**src/rtl/parallel_adder_8bit.sv**
```systemverilog
// Registered 8-bit ripple-carry adder with a one-cycle valid pipeline.
// Optional signed-overflow output ovf is enabled by defining PARALLEL_ADDER_OVF_EN.
module parallel_adder_8bit #(
  parameter int WIDTH = 8
) (
  input  logic             clk,
  input  logic             rst_n,
  input  logic [WIDTH-1:0] in1,
  input  logic [WIDTH-1:0] in2,
  input  logic             cin,
  input  logic             in_valid,
  output logic [WIDTH-1:0] sum,
  output logic             cout,
  output logic             out_valid
`ifdef PARALLEL_ADDER_OVF_EN
  ,
  output logic             ovf
`endif
);

  logic [WIDTH:0]   c;
  logic [WIDTH-1:0] s;

  logic [WIDTH-1:0] sum_q, sum_d;
  logic             cout_q, cout_d;
  logic             valid_q, valid_d;

  // The carry chain is built in one process so each stage sees the previous carry in order.
  always_comb begin
    c    = '0;
    s    = '0;
    c[0] = cin;
    for (int i = 0; i < WIDTH; i++) begin
      s[i]   = in1[i] ^ in2[i] ^ c[i];
      c[i+1] = (in1[i] & in2[i]) | (c[i] & (in1[i] ^ in2[i]));
    end
  end

  always_comb begin
    sum_d   = sum_q;
    cout_d  = cout_q;
    valid_d = in_valid;
    if (in_valid) begin
      sum_d  = s;
      cout_d = c[WIDTH];
    end
  end

  always_ff @(posedge clk or negedge rst_n) begin
    if (!rst_n) begin
      sum_q   <= '0;
      cout_q  <= 1'b0;
      valid_q <= 1'b0;
    end else begin
      sum_q   <= sum_d;
      cout_q  <= cout_d;
      valid_q <= valid_d;
    end
  end

  assign sum       = sum_q;
  assign cout      = cout_q;
  assign out_valid = valid_q;

`ifdef PARALLEL_ADDER_OVF_EN
  logic ovf_q, ovf_d;

  // Signed overflow: carry into the sign bit differs from carry out of it.
  always_comb begin
    ovf_d = ovf_q;
    if (in_valid) begin
      ovf_d = c[WIDTH] ^ c[WIDTH-1];
    end
  end

  always_ff @(posedge clk or negedge rst_n) begin
    if (!rst_n) begin
      ovf_q <= 1'b0;
    end else begin
      ovf_q <= ovf_d;
    end
  end

  assign ovf = ovf_q;
`endif

endmodule

```
**config.mk**
```make
export PLATFORM = sky130hd
export DESIGN_NAME = parallel_adder_8bit
export DESIGN_NICKNAME = d
export VERILOG_FILES = /design/src/rtl/parallel_adder_8bit.sv
export SDC_FILE = /design/constraint.sdc
export NUM_CORES = 1
export LEC_CHECK = 0
export ABC_CLOCK_PERIOD_IN_PS = 800
export BUFFER_PORTS_ARGS = -buffer_cell sky130_fd_sc_hd__buf_2
export CORE_UTILIZATION = 37
export DETAILED_ROUTE_END_ITERATION = 6
export PLACE_DENSITY = 0.67
export SYNTH_ARGS = -nofsm -noshare
export SYNTH_HDL_FRONTEND = slang
export SYNTH_SLANG_ARGS = --single-unit
```
**constraint.sdc**
```tcl
create_clock -name clk -period 0.8 [get_ports clk]
set_input_delay 0 -clock clk [delete_from_list [all_inputs] [get_ports clk]]
set_output_delay 0 -clock clk [all_outputs]
set_load 0.1 [all_outputs]
```
==> impl_results.md, run 1 <==
* Maximum fanout along the worst path at 1
* Die area at ~1700 um2
* TritonCTS buffer count at 3
* First-pass GRT wire length at 2060 um
* Outcome: finished, violations left
* Comb pwr share at 0.608
* Worst path most repeated cell: fa_2
* Drt wl/cell at 12.2 um
* Worst Hold Class: in2reg
* Top cell family by delay on the critical path: adder cells
* Placer Congestion at 0.696
* Worst slack, placed at -2.38 ns
* Fmax at 353 MHz
* Ant. Diodes at 0
* Number of vias per cell at ~4.5
* Final Max Tran Viols at 0
* CTS H-tree depth at 1
* Fill count at between 80 and 90
* Hold path start: in_valid
* Switching Share at 0.438
* Worst Setup Start Kind: primary input
* First-pass iteration count of the detailed router at 2
* Setup slack after layout at -2.03 ns
* Measured slew at the worst slew-check pin at 0.258 ns
* Max IR drop VDD at between 0.0015 and 0.002 V
* Clock Root Buffer: clkbuf_4
* Period utilization at 3.54
* Commonest non-fill, non-tap cell in the layout: buf_2
* Fraction of layout cells with a size suffix above 1 at 0.838
* Num rows at 13
* Cells after Synth at 38
* WHS Endpoint: sum[1]
* Final number of setup-violating endpoints at 19
* Residual DRC at 0
* Pleak at roughly 0.53 nW
* Vias in the first global route at slightly above 500
* Clock Pin Slew Worst Setup and Hold Paths at approximately 0.070 ns
* Seq/Total Area, Yosys at 0.432
* Clock power frac at 0.153
* CP Capture Type: flip-flop
* Post-synthesis cell type count at 6
* Port Buffers at 29
* Power density cells at between 2000 and 3000 nW/um2
* Clock sinks at 10
* Sequential share of power at 0.240
* Psw at around 1.3 mW
* Final net count at ~110
* Crit-path cells: buf_6, fa_2, inv_2, fa_2, inv_2, fa_2, fa_2, fa_2, fa_2, fa_2, inv_2, fa_1, mux2i_1
* Most frequent cells in the layout: 18 x buf_2, 10 x buf_12, 8 x dfrtp_2, 8 x buf_6
* Worst r2r src: sum[0]
* Vias at between 400 and 500
* Min Hold Slack at ~0.10 ns
* Core area at approximately 1400 um2
* R2r worst-path depth at 2
* Period minus WS final at 2.83 ns
* #FFs+latches synth at 10
* Critical path class: in2reg
* RSZ-0062 raised after global routing: true
* Final WL at roughly 1200 um
* Max-Cap Viols at 0
* Total track usage at 0.161
* Failing checks: negative setup slack
* Data arrival time of the worst path at approximately 3.0 ns
* Post-DRT Antenna Nets at 0
* Cell depth of the worst min-delay path at 2
* Rel. slew slack at 0.828
* Synthesized cell area at between 500 and 600 um2
* Die Span Y at roughly 42 um
* Worst reg-to-reg setup slack at -0.17 ns
* Deepest clock path buffer count at 2
* Pint at around 1.7 mW
* Horiz. Die Dim at a little over 40 um
* Clock Latency Late Sink at 0.27 ns
* Largest net degree at the start of global routing at 11
* Post-Syn Area per Cell at 15.2 um2
* CTS tree: done
* Yosys warns at 0
* Layout Skew at 0 ns
* Crit path required time at 1.00 ns
* Final Hold Viols at 0
* Initial core utilization at 0.419
* Syn Nets at 66
* DR iter-0 viols at 4
* Crit path buf inv count at 4
* Grt total ovfl at 0
* Worst r2r dst: sum[0]
* Area grow syn2layout at 82.9%
* Slowest stage delay, CP at slightly below 0.4 ns
* CP max stage cell: fa_1
* Initial antenna violation count at 0
* # IOs at 30
## cell type report
cell class | instances | area (um2) | area share
timing repair buffer | 39 | 405 | 0.383
multi-input combinational | 17 | 298 | 0.281
sequential | 10 | 264 | 0.249
inverter | 10 | 37.5 | 0.0354
clock buffer | 4 | 36.3 | 0.0342
tap | 15 | 18.8 | 0.0177
## Yosys cell counts
| library cell | instances | area share |
|---|---|---|
| mux2_4 | 6 | 0.16 |
| buf_6 | 1 | 0.019 |
| dfrtp_1 | 10 | 0.43 |
| fa_1 | 8 | 0.28 |
| inv_1 | 10 | 0.065 |
| mux2i_1 | 3 | 0.052 |
## state kept, by name, indices dropped and copies added, names as in the netlist
signal,flops
out_valid,1
sum,8
cout,1
## per-layer routing
metal | part of all wire | GRT usage | vias to the layer above
li1 | - | - | 196
met1 | 0.41 | 0.190 | 209
met5 | 0 | 0 | -
met4 | 0.015 | 0.0774 | 0
met2 | 0.53 | 0.281 | 22
met3 | 0.043 | 0.0304 | 2
## per-stage QoR
stage                     TNS, ns  power, mW  instances  utilization  area, um2
final                      -10.96       3.03         95        0.767       1060
after global routing       -11.73       3.16         95        0.767       1060
after CTS                  -11.02       3.06         95        0.767       1060
after detailed placement   -12.46       2.48         88        0.699        966
after global placement     -12.17       2.45         88        0.699        966
after floorplan            -11.13       1.73         38            -        611
## power by group through the flow
stage	clock [mW]	combinational, mW	sequential, mW
finish	0.463	1.84	0.726
global route	0.504	1.92	0.735
CTS	0.473	1.86	0.725
detailed placement	0	1.76	0.720
global placement	0	1.74	0.717
floorplan	0	0.239	1.49
## repair_timing
item | 4_1_cts | 5_1_grt
cloned | 0 | 0
endpoints found under the hold margin | 10 | 0
setup buffers | 2 | 0
setup endpoints to repair | 19 | 19
resized for setup | 8 | 0
pin swaps | 1 | 0
hold buffers | 1 | 0
## kinds of logic (layout without fill, tap and decap cells)
logic type  count (synthesis)  count (layout)  synth area share
fa+ha+maj                   8               8             0.276
buf+inv                    11              53            0.0842
mux                         9               9             0.207
flops                      10              10             0.432
## worst max path at each step
stage / from / end / cells past startpoint
floorplan: in1[0] / sum[7] / 12
global placement: in1[0] / sum[7] / 13
detailed placement: in1[0] / sum[7] / 13
CTS: in1[0] / sum[7] / 13
global route: in1[0] / sum[7] / 13
finish: in1[0] / sum[7] / 13
## worst register-to-register path, cell delays in order (launching register included)
cell,delay (ns)
dfrtp_4,0.48
buf_6,0.12
mux2_4,0.26
No activity file was read; power rests on OpenSTA's default activity.
==> run 2, diff against run 1 <==
--- a/config.mk
+++ b/config.mk
@@ -5,7 +5,7 @@
 export SDC_FILE = /design/constraint.sdc
 export NUM_CORES = 1
 export LEC_CHECK = 0
-export ABC_CLOCK_PERIOD_IN_PS = 800
+export ABC_CLOCK_PERIOD_IN_PS = 3500
 export BUFFER_PORTS_ARGS = -buffer_cell sky130_fd_sc_hd__buf_2
 export CORE_UTILIZATION = 37
 export DETAILED_ROUTE_END_ITERATION = 6
==> constraint.sdc (replaced) <==
create_clock -name clk -period 3.5 [get_ports clk]
set_input_delay 0 -clock clk [delete_from_list [all_inputs] [get_ports clk]]
set_output_delay 0 -clock clk [all_outputs]
set_load 0.1 [all_outputs]
==> impl_results.md, run 2 (synthesis gave the netlist of run 1 again) <==
* Outcome: complete, no violations (was finished, violations left)
* Most frequent cells in the layout: 29 x buf_2, 10 x inv_1, 10 x dfrtp_1 (was 18 x buf_2, 10 x buf_12, 8 x dfrtp_2, 8 x buf_6)
* Number of vias per cell at 4.47 (was 4.52)
* Hold path start: in_valid (unchanged)
* Fill count at 122 (was 81)
* Commonest non-fill, non-tap cell in the layout: buf_2 (unchanged)
* Horiz. Die Dim at 41.6 um (unchanged)
* Drt wl/cell at 10.5 um (was 12.2 um)
* Initial antenna violation count at 0 (unchanged)
* Crit path required time at 3.68 ns (was 1.00 ns)
* RSZ-0062 raised after global routing: false (was true)
* Period utilization at 0.880
* Max reg flops at 8 (unchanged)
* Final net count at 100 (was 109)
* Data arrival time of the worst path at 3.26 ns (was 3.03 ns)
* Core area at 1380 um2 (unchanged)
* Setup slack after layout at 0.421 ns (was -2.03 ns)
* CP Capture Type: flip-flop (unchanged)
* Final Max Tran Viols at 0 (unchanged)
* Area occupied by multi-input gates at 280 um2 (was 298 um2)
* Sequential share of power at 0.282 (was 0.240)
* Fraction of layout cells with a size suffix above 1 at 0.549 (was 0.838)
* Period minus WS final at roughly 3 ns
* Sequential cell area at 250 um2 (was 264 um2)
* Critical path class: in2reg (unchanged)
* Clock Pin Slew Worst Setup and Hold Paths at 0.07 ns (about the same)
* Max-Cap Viols at 0 (unchanged)
* Clock Root Buffer: clkbuf_4 (unchanged)
* CP max stage cell: fa_1 (unchanged)
* Pint at 0.263 mW (was 1.70 mW)
* Port Buffers at 29 (unchanged)
* Cell depth of the worst min-delay path at 1 (was 2)
* Num rows at 13 (unchanged)
* Post-Route Utilization at 0.563 (was 0.767)
* Top cell family by delay on the critical path: adder cells (unchanged)
* Power density cells at 690 nW/um2 (was 2860 nW/um2)
* Total track usage at 0.119 (was 0.161)
* Crit-path cells: buf_2, fa_1, inv_1, fa_1, inv_1, fa_1, fa_1, fa_1, fa_1, fa_1, inv_1, fa_1, mux2i_1 (was buf_6, fa_2, inv_2, fa_2, inv_2, fa_2, fa_2, fa_2, fa_2, fa_2, inv_2, fa_1, mux2i_1)
* DP Wirelength at between 700 and 800 um
* Worst r2r dst: sum[4] (was sum[0])
* Ant. Diodes at 0 (unchanged)
* Final Cell Area at 778 um2 (was 1060 um2)
* Area grow syn2layout at 34.3% (was 82.9%)
* Deepest clock path buffer count at 2 (unchanged)
* Psw at 0.274 mW (was 1.33 mW)
* Max IR drop VDD at 0.000323 V (was 0.00194 V)
* CTS H-tree depth at 1 (unchanged)
* WHS Endpoint: out_valid (was sum[1])
* Measured slew at the worst slew-check pin at 0.491 ns (was 0.258 ns)
* Worst Hold Class: in2reg (unchanged)
* Worst path most repeated cell: fa_1 (was fa_2)
* # IOs at 30 (unchanged)
* First-pass GRT wire length at 1550 um (was 2060 um)
* Clock power frac at 0.197 (was 0.153)
* Post-DRT Antenna Nets at 0 (unchanged)
* TritonCTS buffer count at 3 (unchanged)
* Setup TNS at 0 ns (was -10.96 ns)
* Pleak at 0.435 nW (was 0.525 nW)
* Vias at 384 (was 429)
* Final Hold Viols at 0 (unchanged)
* Largest net degree at the start of global routing at 11 (unchanged)
* Grt total ovfl at 0 (unchanged)
* Clock sinks at 10 (unchanged)
* Final number of setup-violating endpoints at 0 (was 19)
* Comb pwr share at 0.521 (was 0.608)
* Worst slack, placed at 0.123 ns (was -2.38 ns)
* Placer Congestion at 0.677 (was 0.696)
* Layout Skew at 0 ns (unchanged)
* DR iter-0 viols at 1 (was 4)
* Die Span Y at 41.6 um (unchanged)
* First-pass iteration count of the detailed router at 3 (was 2)
* Crit path buf inv count at 4 (unchanged)
* Die area at 1730 um2 (unchanged)
* DP Area at 732 um2 (was 966 um2)
* Initial core utilization at 0.419 (unchanged)
* Fmax at between 300 and 400 MHz
* Clock Latency Late Sink at 0.25 ns (was 0.27 ns)
* Worst Setup Start Kind: primary input (unchanged)
* Residual DRC at 0 (unchanged)
* Switching Share at 0.510 (was 0.438)
* Worst reg-to-reg setup slack at 2.74 ns (was -0.17 ns)
* R2r worst-path depth at 1 (was 2)
* Worst r2r src: sum[4] (was sum[0])
* Maximum fanout along the worst path at 1 (unchanged)
* Rel. slew slack at 0.675 (was 0.828)
* CTS tree: done (unchanged)
* Slowest stage delay, CP at 0.40 ns (was 0.39 ns)
* Vias in the first global route at 372 (was 505)
* Final WL at 899 um (was 1160 um)
-- run 2: cell count changes in the layout (fill, tap and decap cells not counted), sizes merged --
cell,delta
buf,-9
-- run 2: final cells by class --
| cell class | instances | area share |
|---|---|---|
| sequential | 10 | 0.322 |
| timing repair buffer | 30 | 0.199 |
| clock buffer | 4 | 0.0466 |
| multi-input combinational | 17 | 0.360 |
| inverter | 10 | 0.0482 |
| tap | 15 | 0.0241 |
-- run 2: metal layers --
metal  vias up  routed length [um]  GRT usage
li1        180                   -          -
met1       187                 412      0.157
met2        17                 424      0.181
met3         0                  62     0.0435
met4         0                   0     0.0387
met5         -                   0          0
-- run 2: what timing repair did --
action                                 CTS  global route
gates resized for setup                  0             0
hold buffers                             1             0
endpoints found under the hold margin   10             0
setup buffers                            0             0
-- run 2: power groups by stage --
stage          logic [mW]  registers, mW  clock network (mW)
3_5_place_dp        0.282          0.154                   0
4_1_cts             0.283          0.152               0.108
6_report            0.280          0.151               0.106
3_3_place_gp        0.280          0.154                   0
5_1_grt             0.293          0.154               0.114
2_1_floorplan      0.0521          0.334                   0
-- run 2: worst max-delay path by stage --
stage | slack (ns) | from | end | depth (start not counted)
4_1_cts | 0.39 | in1[0] | sum[7] | 13
6_report | 0.42 | in1[0] | sum[7] | 13
3_5_place_dp | 0.12 | in1[0] | sum[7] | 13
5_1_grt | 0.27 | in1[0] | sum[7] | 13
3_3_place_gp | 0.15 | in1[0] | sum[7] | 13
2_1_floorplan | 0.33 | in1[0] | sum[7] | 12
-- run 2: through the flow --
stage	instances	hold slack, ns	total power [mW]
floorplan	38	-0.296	0.387
global placement	81	-0.124	0.433
detailed placement	81	-0.119	0.436
CTS	86	0.0238	0.543
global route	86	0.00979	0.561
finish	86	0.0254	0.537
